[src/rtl/serving_brg_pkg.sv]
// Shared types and helpers for the serving bridge master: FSM encoding,
// timeout counter sizing and byte-enable to bit-mask expansion.
package serving_brg_pkg;

  typedef enum logic [2:0] {
    ST_IDLE    = 3'd0,
    ST_SETUP   = 3'd1,
    ST_REQ     = 3'd2,
    ST_RESP    = 3'd3,
    ST_RELEASE = 3'd4
  } brg_state_t;

  // Width needed to count 0..timeout-1, never narrower than one bit.
  function automatic int cnt_width(input int timeout);
    return (timeout < 2) ? 1 : $clog2(timeout);
  endfunction

  function automatic logic [31:0] byte_mask(input logic [3:0] sel);
    logic [31:0] mask;
    for (int i = 0; i < 4; i++) begin
      mask[8*i +: 8] = {8{sel[i]}};
    end
    return mask;
  endfunction

endpackage

[src/rtl/serving_brg_master.sv]
// Host-side initiator for the serving bridge port: one read/write command at a
// time, ack wait with timeout, masked read data returned on a response channel.
module serving_brg_master
  import serving_brg_pkg::*;
#(
  parameter int AW      = 10,
  parameter int TIMEOUT = 255
) (
  input  logic          i_clk,
  input  logic          i_rst,
  // Both channels: a transfer happens on a rising clock edge where valid and
  // ready are both high; the initiator holds its payload stable until then.
  input  logic          i_cmd_valid,
  output logic          o_cmd_ready,
  input  logic          i_cmd_we,
  input  logic [AW-1:0] i_cmd_adr,
  input  logic [31:0]   i_cmd_dat,
  input  logic [3:0]    i_cmd_sel,
  input  logic          i_cmd_rsrc,
  output logic          o_rsp_valid,
  input  logic          i_rsp_ready,
  output logic [31:0]   o_rsp_dat,
  output logic          o_rsp_err,
  output logic [AW-1:0] o_adr_brg,
  output logic [31:0]   o_data_brg,
  output logic          o_stb_brg,
  output logic          o_wen_brg,
  output logic [3:0]    o_sel_brg,
  input  logic [31:0]   i_rdt_brg,
  input  logic          i_ack_brg,
  output logic          o_sel_wadr,
  output logic          o_sel_wdata,
  output logic          o_sel_wen,
  output logic          o_sel_radr,
  output logic          o_sel_rdata,
  output logic          o_busy,
  output logic [2:0]    o_dbg_state
);

  localparam int CW = cnt_width(TIMEOUT);

  brg_state_t    state, state_nxt;
  logic [CW-1:0] cnt, cnt_nxt;

  logic          cmd_ready_nxt, rsp_valid_nxt, rsp_err_nxt, stb_nxt, wen_nxt, busy_nxt;
  logic [31:0]   rsp_dat_nxt, data_nxt;
  logic [AW-1:0] adr_nxt;
  logic [3:0]    sel_nxt;
  logic          sel_wadr_nxt, sel_wdata_nxt, sel_wen_nxt, sel_radr_nxt, sel_rdata_nxt;

  assign o_dbg_state = state;

  always_ff @(posedge i_clk or posedge i_rst) begin
    if (i_rst) begin
      state       <= ST_IDLE;
      cnt         <= '0;
      o_cmd_ready <= 1'b1;
      o_rsp_valid <= 1'b0;
      o_rsp_err   <= 1'b0;
      o_rsp_dat   <= '0;
      o_adr_brg   <= '0;
      o_data_brg  <= '0;
      o_stb_brg   <= 1'b0;
      o_wen_brg   <= 1'b0;
      o_sel_brg   <= '0;
      o_sel_wadr  <= 1'b0;
      o_sel_wdata <= 1'b0;
      o_sel_wen   <= 1'b0;
      o_sel_radr  <= 1'b0;
      o_sel_rdata <= 1'b0;
      o_busy      <= 1'b0;
    end else begin
      state       <= state_nxt;
      cnt         <= cnt_nxt;
      o_cmd_ready <= cmd_ready_nxt;
      o_rsp_valid <= rsp_valid_nxt;
      o_rsp_err   <= rsp_err_nxt;
      o_rsp_dat   <= rsp_dat_nxt;
      o_adr_brg   <= adr_nxt;
      o_data_brg  <= data_nxt;
      o_stb_brg   <= stb_nxt;
      o_wen_brg   <= wen_nxt;
      o_sel_brg   <= sel_nxt;
      o_sel_wadr  <= sel_wadr_nxt;
      o_sel_wdata <= sel_wdata_nxt;
      o_sel_wen   <= sel_wen_nxt;
      o_sel_radr  <= sel_radr_nxt;
      o_sel_rdata <= sel_rdata_nxt;
      o_busy      <= busy_nxt;
    end
  end

  // The bridge output registers double as the command latch: we and sel are
  // read back from o_wen_brg / o_sel_brg when the ack arrives.
  always_comb begin
    state_nxt     = state;
    cnt_nxt       = cnt;
    cmd_ready_nxt = o_cmd_ready;
    rsp_valid_nxt = o_rsp_valid;
    rsp_err_nxt   = o_rsp_err;
    rsp_dat_nxt   = o_rsp_dat;
    adr_nxt       = o_adr_brg;
    data_nxt      = o_data_brg;
    stb_nxt       = o_stb_brg;
    wen_nxt       = o_wen_brg;
    sel_nxt       = o_sel_brg;
    sel_wadr_nxt  = o_sel_wadr;
    sel_wdata_nxt = o_sel_wdata;
    sel_wen_nxt   = o_sel_wen;
    sel_radr_nxt  = o_sel_radr;
    sel_rdata_nxt = o_sel_rdata;

    case (state)
      ST_IDLE: begin
        if (i_cmd_valid && o_cmd_ready) begin
          cmd_ready_nxt = 1'b0;
          if (i_cmd_sel == 4'b0000) begin
            state_nxt     = ST_RESP;
            rsp_valid_nxt = 1'b1;
            rsp_err_nxt   = 1'b1;
            rsp_dat_nxt   = '0;
          end else begin
            state_nxt     = ST_SETUP;
            adr_nxt       = i_cmd_adr;
            data_nxt      = i_cmd_dat;
            sel_nxt       = i_cmd_sel;
            wen_nxt       = i_cmd_we;
            sel_wadr_nxt  = i_cmd_we;
            sel_wdata_nxt = i_cmd_we;
            sel_wen_nxt   = i_cmd_we;
            sel_radr_nxt  = ~i_cmd_we;
            sel_rdata_nxt = ~i_cmd_we & i_cmd_rsrc;
          end
        end
      end
      ST_SETUP: begin
        state_nxt = ST_REQ;
        stb_nxt   = 1'b1;
        cnt_nxt   = '0;
      end
      ST_REQ: begin
        if (i_ack_brg) begin
          state_nxt     = ST_RESP;
          stb_nxt       = 1'b0;
          rsp_valid_nxt = 1'b1;
          rsp_err_nxt   = 1'b0;
          rsp_dat_nxt   = o_wen_brg ? 32'd0 : (i_rdt_brg & byte_mask(o_sel_brg));
        end else if (cnt == CW'(TIMEOUT - 1)) begin
          state_nxt     = ST_RESP;
          stb_nxt       = 1'b0;
          rsp_valid_nxt = 1'b1;
          rsp_err_nxt   = 1'b1;
          rsp_dat_nxt   = '0;
        end else begin
          cnt_nxt = cnt + 1'b1;
        end
      end
      ST_RESP: begin
        if (i_rsp_ready) begin
          state_nxt     = ST_RELEASE;
          rsp_valid_nxt = 1'b0;
          rsp_err_nxt   = 1'b0;
          rsp_dat_nxt   = '0;
          adr_nxt       = '0;
          data_nxt      = '0;
          wen_nxt       = 1'b0;
          sel_nxt       = '0;
          sel_wadr_nxt  = 1'b0;
          sel_wdata_nxt = 1'b0;
          sel_wen_nxt   = 1'b0;
          sel_radr_nxt  = 1'b0;
          sel_rdata_nxt = 1'b0;
        end
      end
      ST_RELEASE: begin
        state_nxt     = ST_IDLE;
        cmd_ready_nxt = 1'b1;
      end
      default: begin
        state_nxt     = ST_IDLE;
        cmd_ready_nxt = 1'b1;
        stb_nxt       = 1'b0;
      end
    endcase

    busy_nxt = (state_nxt != ST_IDLE);
  end

endmodule
[config.mk]
export PLATFORM = sky130hd
export DESIGN_NAME = serving_brg_master
export DESIGN_NICKNAME = d
export VERILOG_FILES = /design/src/rtl/serving_brg_pkg.sv /design/src/rtl/serving_brg_master.sv
export SDC_FILE = /design/constraint.sdc
export NUM_CORES = 1
export LEC_CHECK = 0
export CORE_MARGIN = 1
export CORE_UTILIZATION = 37
export CTS_BUF_LIST = sky130_fd_sc_hd__clkbuf_16
export DETAILED_ROUTE_END_ITERATION = 8
export GPL_TIMING_DRIVEN = 0
export MAX_ROUTING_LAYER = met4
export PLACE_DENSITY = 0.76
export SYNTH_ARGS = -nofsm -noshare
export SYNTH_HDL_FRONTEND = slang
export SYNTH_SLANG_ARGS = --single-unit
[constraint.sdc]
create_clock -name i_clk -period 2.75 [get_ports i_clk]
set_input_delay 0.4125 -clock i_clk [delete_from_list [all_inputs] [get_ports i_clk]]
set_output_delay 0.4125 -clock i_clk [all_outputs]
set_load 0.02 [all_outputs]
; ---- Word level (Yosys, flattened, before mapping)
; Cells that the tools add are included.
[totals]
out_inout_bits = 92
inputBits = 85
register_bits = 97
wordCells = 95
[classes]
mux = 49
bitwise_logic = 5
n_eq_ne = 12
n_reduce_logical = 14
n_addsub = 1
[op_table]
columns = op, n
row1 = 32-bit two-way mux, 8
row2 = 32-bit case mux with 3 select lines, 1
row3 = 32-bit case mux with 2 select lines, 1
row4 = 32-bit bitwise AND, 1
row5 = 10-bit two-way mux, 3
row6 = 10-bit case mux with 2 select lines, 1
row7 = 8-bit two-way mux, 2
row8 = 8-bit case mux with 2 select lines, 1
row9 = 1-bit two-way mux, 15
row10 = 3-bit two-way mux, 4
row11 = 4-bit two-way mux, 3
row12 = 2-bit != test (second input constant), 6
row13 = 3-bit case mux with 4 select lines, 1
row14 = 1-bit case mux with 3 select lines, 3
row15 = 8-bit by 1-bit adder with 8-bit output (second input constant), 1
row16 = 8-bit == test (second input constant), 1
row17 = 1-bit case mux with 2 select lines, 4
row18 = 4-bit case mux with 2 select lines, 1
row19 = 3-bit by 2-bit == test with 1-bit output (second input constant), 2
row20 = 3-bit nonzero test, 2
row21 = 3-bit OR reduction, 2
row22 = 5-bit AND reduction, 1
row23 = 4-bit zero test, 1
row24 = 2-bit AND reduction, 2
row25 = 11 further kinds, 14

; ---- Logic depth before layout (Yosys ltp)
; Gate-level depths: netlist of run 1.
[logic_depth]
depth_word = 5
mapped_depth = 7
mapped_depth_nobuf = 6

; ---- Worst setup path before layout of run 1
; No wires, ideal clock.
[synth_path]
path_kind = input to register
startpoint = in i_cmd_sel[2]
endpoint = reg o_rsp_dat[0]
t_required_ps = 2629
path_buffers = 1
arrival_ps = 1697
path_slack_ps = 932
stages = 5
setup_ps = 121
cell_sequence = or4_1 o21ai_1 nand3_1 buf_2 a22o_1
[synth_via]
elab_chain_len = 3
[synth_lines]
columns = element, line_no
row1 = from (decl), serving_brg_master.sv:18  ; input logic [3:0] i_cmd_sel,
row2 = 4-bit zero test, serving_brg_master.sv:117  ; if (i_cmd_sel == 4'b0000) begin
row3 = 2-bit != test (no line), -
row4 = 5-bit AND reduction (no line), -
row5 = to (signal assigned), serving_brg_master.sv:78  ; o_rsp_dat <= rsp_dat_nxt;
row6 = to (decl), serving_brg_master.sv:22  ; output logic [31:0] o_rsp_dat,
; Every way passes these cells.
; A chain may end at the register's enable or synchronous reset.

; ---- Worst setup path after layout of run 1
[layout_path]
startpoint = in i_cmd_sel[1]
endpoint = reg o_rsp_dat[30]
; The elaborated chain is that of the path after synthesis.

==> impl_metrics.json, run 1 <==
{
  "tritoncts": "done",
  "cp_max_fo": 10,
  "holdBufCountCts": 0,
  "die_area_um2": 10530,
  "top_usage_layer": "met2",
  "ant_nets": 0,
  "crit_required_ns": 2.96,
  "wire_per_inst_um": 16.90,
  "synthToLayoutAreaGrowth_pct": 61.36,
  "hold_slack_ns": 0.5006,
  "hold_violations": 0,
  "grt_max_degree": 40,
  "grt_pass1_wl_um": 16010,
  "cts_num_sinks": 97,
  "first_global_vias": 3200,
  "seqPwrFrac": 0.353,
  "clock_latency_ns": 0.33,
  "finalInstanceArea_um2": 6045,
  "cp-start-kind": "input pin",
  "swShare": 0.3522,
  "use_met1": 0.2540,
  "p_clk_frac": 0.219,
  "first_iter_violations": 89,
  "synth.distinct_cells": 37,
  "antenna_found_initial": 0,
  "fin_ws_ns": 0.5464,
  "place_ws_ns": 0.1716,
  "vias_per_cell": 5.122,
  "numCtsBuffers": 9,
  "combPwrFrac": 0.428,
  "finalCriticalPeriod_ns": 2.204,
  "setup_viol": 0,
  "dp_hpwl_um": 7726,
  "layout-drive-gt1-share": 0.08017,
  "yosysTopAreaCell": "dfrtp_1",
  "clkSlewWorstSetupHoldPaths_ns": 0.07,
  "rsz0062_at_grt": "no",
  "synth_common_cells": "dfrtp_1, a22o_1, clkbuf_1, nand2_1",
  "arrival_ns": 2.41,
  "die_h_um": 102.6,
  "setup_tns_ns": 0,
  "dr_total_vias": 3109,
  "maxCapViolCount": 0,
  "ys.flop_type": "dfrtp_1",
  "met3_usage": 0.03797,
  "use_met2": 0.3410,
  "track_usage": 0.2055,
  "cts_resized": 0,
  "cts_root_buf": "clkbuf_16",
  "tightest_slew_ns": 0.7344,
  "yosysWarnings": 0,
  "utilization": 0.6184,
  "synth.top_cell.area_share": 0.6413,
  "io_pins": 177,
  "finalNetCount": 556,
  "worstSetupPathType": "in -> reg",
  "synthArstFlopShare": 1.000,
  "postCtsSetupRepairBufs": 0,
  "start_util": 0.3833,
  "std_cell_rows": 36,
  "fin_skew_ns": 0.007593,
  "synth_cells": 280,
  "wl_um": 10260,
  "antenna_cells": 0,
  "synth_seq_cells": 97,
  "synth_area_um2": 3746,
  "ir_drop_v": 0.0004558,
  "endpoint_kind": "register",
  "power.density_nw_per_um2": 1020,
  "place_congestion": 0.8265,
  "die_w_um": 102.6,
  "fmax_ghz": 0.4538,
  "gr-total-overflow": 0,
  "synth-edff-count": 0,
  "io_buffers": 176,
  "first_pass_iters": 4,
  "drcViolationCount": 0,
  "seq_area_frac_synth": 0.6483,
  "slew_violations": 0,
  "hold_class": "reg -> reg",
  "avgSynthCellArea_um2": 13.38,
  "power_switching_uw": 2171,
  "p_int_uw": 3994,
  "synth_most_common_cell": "dfrtp_1",
  "htreeDepth": 3,
  "leakagePower_uw": 0.002633,
  "relSlewSlack": 0.5094,
  "clk_path_buf_depth": 2,
  "core_um2": 9774,
  "synth_fp_nets": 367,
  "synth_area_leaders": "dfrtp_1, a22o_1, a21oi_1, buf_2, buf_4",
  "placed_cell_area_um2": 5718,
  "period_share": 0.8013,
  "outcome": "finished, final reports clean"
}
## worst max-delay path: stages
cell             delay (ns)
clkdlybuf4s50_1        0.43
or4_1                  0.58
o21ai_1                0.16
nand3_1                0.25
clkbuf_1               0.32
a22o_1                 0.25
## state kept, by name (all words and copies together), names as in the netlist
| name | cells |
|---|---|
| o_rsp_err | 1 |
| cnt | 8 |
| o_sel_wen | 1 |
| o_busy | 1 |
| o_adr_brg | 10 |
| o_sel_brg | 4 |
| o_cmd_ready | 1 |
| o_stb_brg | 1 |
| o_rsp_dat | 32 |
| o_dbg_state | 3 |
| o_sel_radr | 1 |
| o_data_brg | 32 |
| o_rsp_valid | 1 |
| o_sel_rdata | 1 |
## final cells by class
| class | count | area (um2) |
|---|---|---|
| Fill cell | 804 | 3730 |
| Sequential cell | 97 | 2429 |
| Timing Repair Buffer | 178 | 1802 |
| Multi-Input combinational cell | 154 | 1180 |
| Clock buffer | 9 | 225.2 |
| Tap cell | 133 | 166.4 |
| Buffer | 22 | 111.4 |
| Clock inverter | 7 | 101.3 |
| Inverter | 7 | 30.03 |
## layer usage
| layer | routed length, um | up-vias |
|---|---|---|
| met5 | 0 | - |
| met4 | 114 | 0 |
| met3 | 552 | 8 |
| met2 | 5236 | 113 |
| met1 | 4356 | 1543 |
| li1 | - | 1445 |
## per-stage QoR
stage	instances	power (uW)
after floorplan	280	3552
after detailed placement	591	4857
after global routing	607	6505
after global placement	589	4781
after CTS	607	6246
final	607	6165
## worst paths after layout
check	to	startpoint	cells past startpoint	slack [ns]
hold reg to reg	o_rsp_dat[26]	o_rsp_dat[26]	1	0.50
setup / recovery	o_rsp_dat[30]	i_cmd_sel[1]	6	0.55
hold / removal	o_rsp_dat[26]	o_rsp_dat[26]	1	0.50
min in group asynchronous	o_rsp_dat[7]	i_rst	2	0.55
max in group asynchronous	o_cmd_ready	i_rst	3	1.55
setup reg to reg	o_rsp_dat[5]	o_dbg_state[0]	6	0.64
## logic make-up (layout without fill, tap and decap cells)
group,after synthesis,count (layout),share of synthesized area
buffers and inverters,29,223,0.03674
AND/OR/NAND/NOR,40,40,0.06547
flip-flops,97,97,0.6483
AO/OA/AOI/OAI,112,112,0.2428
adder cells (fa/ha/maj),2,2,0.006679
## placed cells by master (no fill, tap or decap), types with 6 or more instances in the layout
master and count:
clkdlybuf4s50_1 176, a21oi_1 8, a22o_1 80, dfrtp_1 96
clkbuf_16 9, clkbuf_1 9, nand2_1 9, o21ai_0 6
buf_2 8
## power by group through the flow
stage	combinational, uW	clock, uW	sequential (uW)
floorplan	887	0	2660
global placement	2600	0	2180
detailed placement	2670	0	2190
CTS	2670	1390	2180
global route	2820	1440	2240
finish	2640	1350	2180
(Power assumes the default switching activity.)
==> run 2: changes to the inputs <==
- clock period: 2.75 -> 1.8 ns (I/O delays scaled with it)
==> impl_metrics.json, run 2 (synthesis results as in run 1) <==
{
  "start_util": 0.3833,
  "relSlewSlack": 0.5809,
  "drcViolationCount": 0,
  "power.total_uw": 9588,
  "final_common_cell": "clkdlybuf4s50_1",
  "cp_cell_sequence": "inv_1, ha_2, nand3_2, o21ai_4, nand3_4, buf_6, a22o_1",
  "multi_input_area_um2": 1255,
  "timing.rr.start": "cnt[0]",
  "cp_slowest_stage_delay_ns": 0.40,
  "grt_pass1_wl_um": 16230,
  "power.density_nw_per_um2": 1531,
  "fillers": 787,
  "setup_viol": 0,
  "antenna_found_initial": 1,
  "cp-start-kind": "register",
  "outcome": "finished, final reports clean",
  "setup_tns_ns": 0,
  "tightest_slew_ns": 0.6273,
  "finalCriticalPeriod_ns": 1.746,
  "finalNetCount": 567,
  "fmax_ghz": 0.5727,
  "dr_total_vias": 3181,
  "first_global_vias": 3288,
  "fin_cells": 619,
  "first_iter_violations": 84,
  "core_um2": 9774,
  "die_h_um": 102.6,
  "r2r_end": "o_rsp_dat[13]",
  "utilization": 0.6407,
  "place_ws_ns": -0.7175,
  "wire_per_inst_um": 17.13,
  "hold_class": "in -> reg",
  "clkSlewWorstSetupHoldPaths_ns": 0.07,
  "worstSetupPathType": "reg -> reg",
  "rr_worst_depth": 7,
  "grt_max_degree": 37,
  "clock_latency_ns": 0.33,
  "htreeDepth": 3,
  "final_cell_mix": "clkdlybuf4s50_1, dfrtp_1, a22o_1",
  "gr-total-overflow": 0,
  "std_cell_rows": 36,
  "die_w_um": 102.6,
  "ant_nets": 0,
  "place_inst": 591,
  "dp_hpwl_um": 7727,
  "synthToLayoutAreaGrowth_pct": 67.17,
  "worstHoldStart": "i_cmd_sel[0]",
  "io_buffers": 176,
  "holdBufCountCts": 0,
  "cp_slowest_cell": "dfrtp_1",
  "first_pass_iters": 4,
  "cts_root_buf": "clkbuf_16",
  "die_area_um2": 10530,
  "maxCapViolCount": 0,
  "layout-drive-gt1-share": 0.1423,
  "arrival_ns": 1.95,
  "fin_skew_ns": 0.008510,
  "ir_drop_v": 0.0007788,
  "rsz0062_at_grt": "yes",
  "leakagePower_uw": 0.002786,
  "hold_violations": 0,
  "clk_path_buf_depth": 2,
  "tritoncts": "done",
  "hold_end": "o_sel_brg[0]",
  "rrSetupSlack_ns": 0.05,
  "reg_top3": "o_data_brg x32, o_rsp_dat x32, o_adr_brg x10",
  "cp_max_fo": 10,
  "cts_num_sinks": 97,
  "crit_required_ns": 2.01,
  "track_usage": 0.2077,
  "numCtsBuffers": 9,
  "vias_per_cell": 5.139,
  "area.sequential_um2": 2432,
  "io_pins": 177,
  "slew_violations": 0,
  "place_congestion": 0.8029,
  "wl_um": 10610,
  "fin_ws_ns": 0.05403,
  "min_path_cells": 2,
  "endpoint_kind": "register",
  "period_share": 0.9700
}
==> run 2: changes by cell type in the layout (fill, tap and decap cells not counted), moves of 3 or more <==
| cell | delta |
|---|---|
| dlygate4sd2_1 | +3 |
| buf_6 | +6 |
| dfrtp_1 | -3 |
| dlymetal6s2s_1 | +5 |
| clkbuf_1 | -8 |
| buf_2 | -8 |
| dfrtp_2 | +3 |
| clkbuf_2 | +3 |
| buf_8 | +3 |
| buf_4 | +13 |
| clkdlybuf4s50_1 | -8 |
==> run 2: worst max path at each step <==
| stage | start | cells past startpoint | end | slack [ns] |
|---|---|---|---|---|
| after floorplan | o_dbg_state[0] | 7 | o_data_brg[10] | 0.03 |
| after global placement | i_ack_brg | 6 | o_rsp_dat[13] | -0.67 |
| after detailed placement | i_ack_brg | 6 | o_rsp_dat[13] | -0.72 |
| after CTS | cnt[0] | 7 | o_rsp_dat[13] | -0.06 |
| after global routing | cnt[3] | 5 | o_rsp_dat[13] | -0.04 |
| final | cnt[0] | 7 | o_rsp_dat[13] | 0.05 |
==> run 2: layout make-up <==
type                            count  area share
Buffer                             17     0.02517
Timing Repair Buffer              194      0.3109
Inverter                            7    0.004795
Tap cell                          133     0.02657
Clock inverter                      7    0.007393
Antenna cell                        1   0.0003996
Clock buffer                        9     0.03596
Multi-Input combinational cell    154      0.2004
Sequential cell                    97      0.3884
==> run 2: critical path, delay by kind of cell (launching register included) <==
| family | cells | cell delay (ns) |
|---|---|---|
| buffers and inverters | 2 | 0.25 |
| AO/OA/AOI/OAI | 2 | 0.53 |
| AND/OR/NAND/NOR | 2 | 0.28 |
| flip-flops | 1 | 0.40 |
| adder cells (fa/ha/maj) | 1 | 0.17 |
==> run 2: per-stage QoR <==
| step | instance area [um2] | hold slack (ns) |
|---|---|---|
| after floorplan | 3755 | 0.4025 |
| after global placement | 5683 | 0.4764 |
| after detailed placement | 5723 | 0.4843 |
| after CTS | 6128 | 0.2985 |
| after global routing | 6262 | 0.2312 |
| final | 6262 | 0.2037 |
==> run 2: power breakdown <==
group | switching [uW] | total [uW] | internal (uW)
clock | 815 | 1750 | 937
sequential | 463 | 3330 | 2860
combinational | 2160 | 4510 | 2350
total | 3440 | 9590 | 6150
==> run 2: per-layer routing <==
metal | routed length, um | vias to the layer above | share of wire | track usage
li1 | - | 1476 | - | -
met1 | 4367 | 1570 | 0.41 | 0.2527
met2 | 5404 | 123 | 0.51 | 0.3451
met3 | 660 | 12 | 0.062 | 0.04136
met4 | 174 | 0 | 0.016 | 0.07143
met5 | 0 | - | 0 | -
==> run 2: timing repair <==
item / in CTS / in global routing
setup endpoints to repair: 90 / 71
gates resized for setup: 30 / 23
cloned: 0 / 0
pin swaps: 5 / 8
buffers inserted: 6 / 10
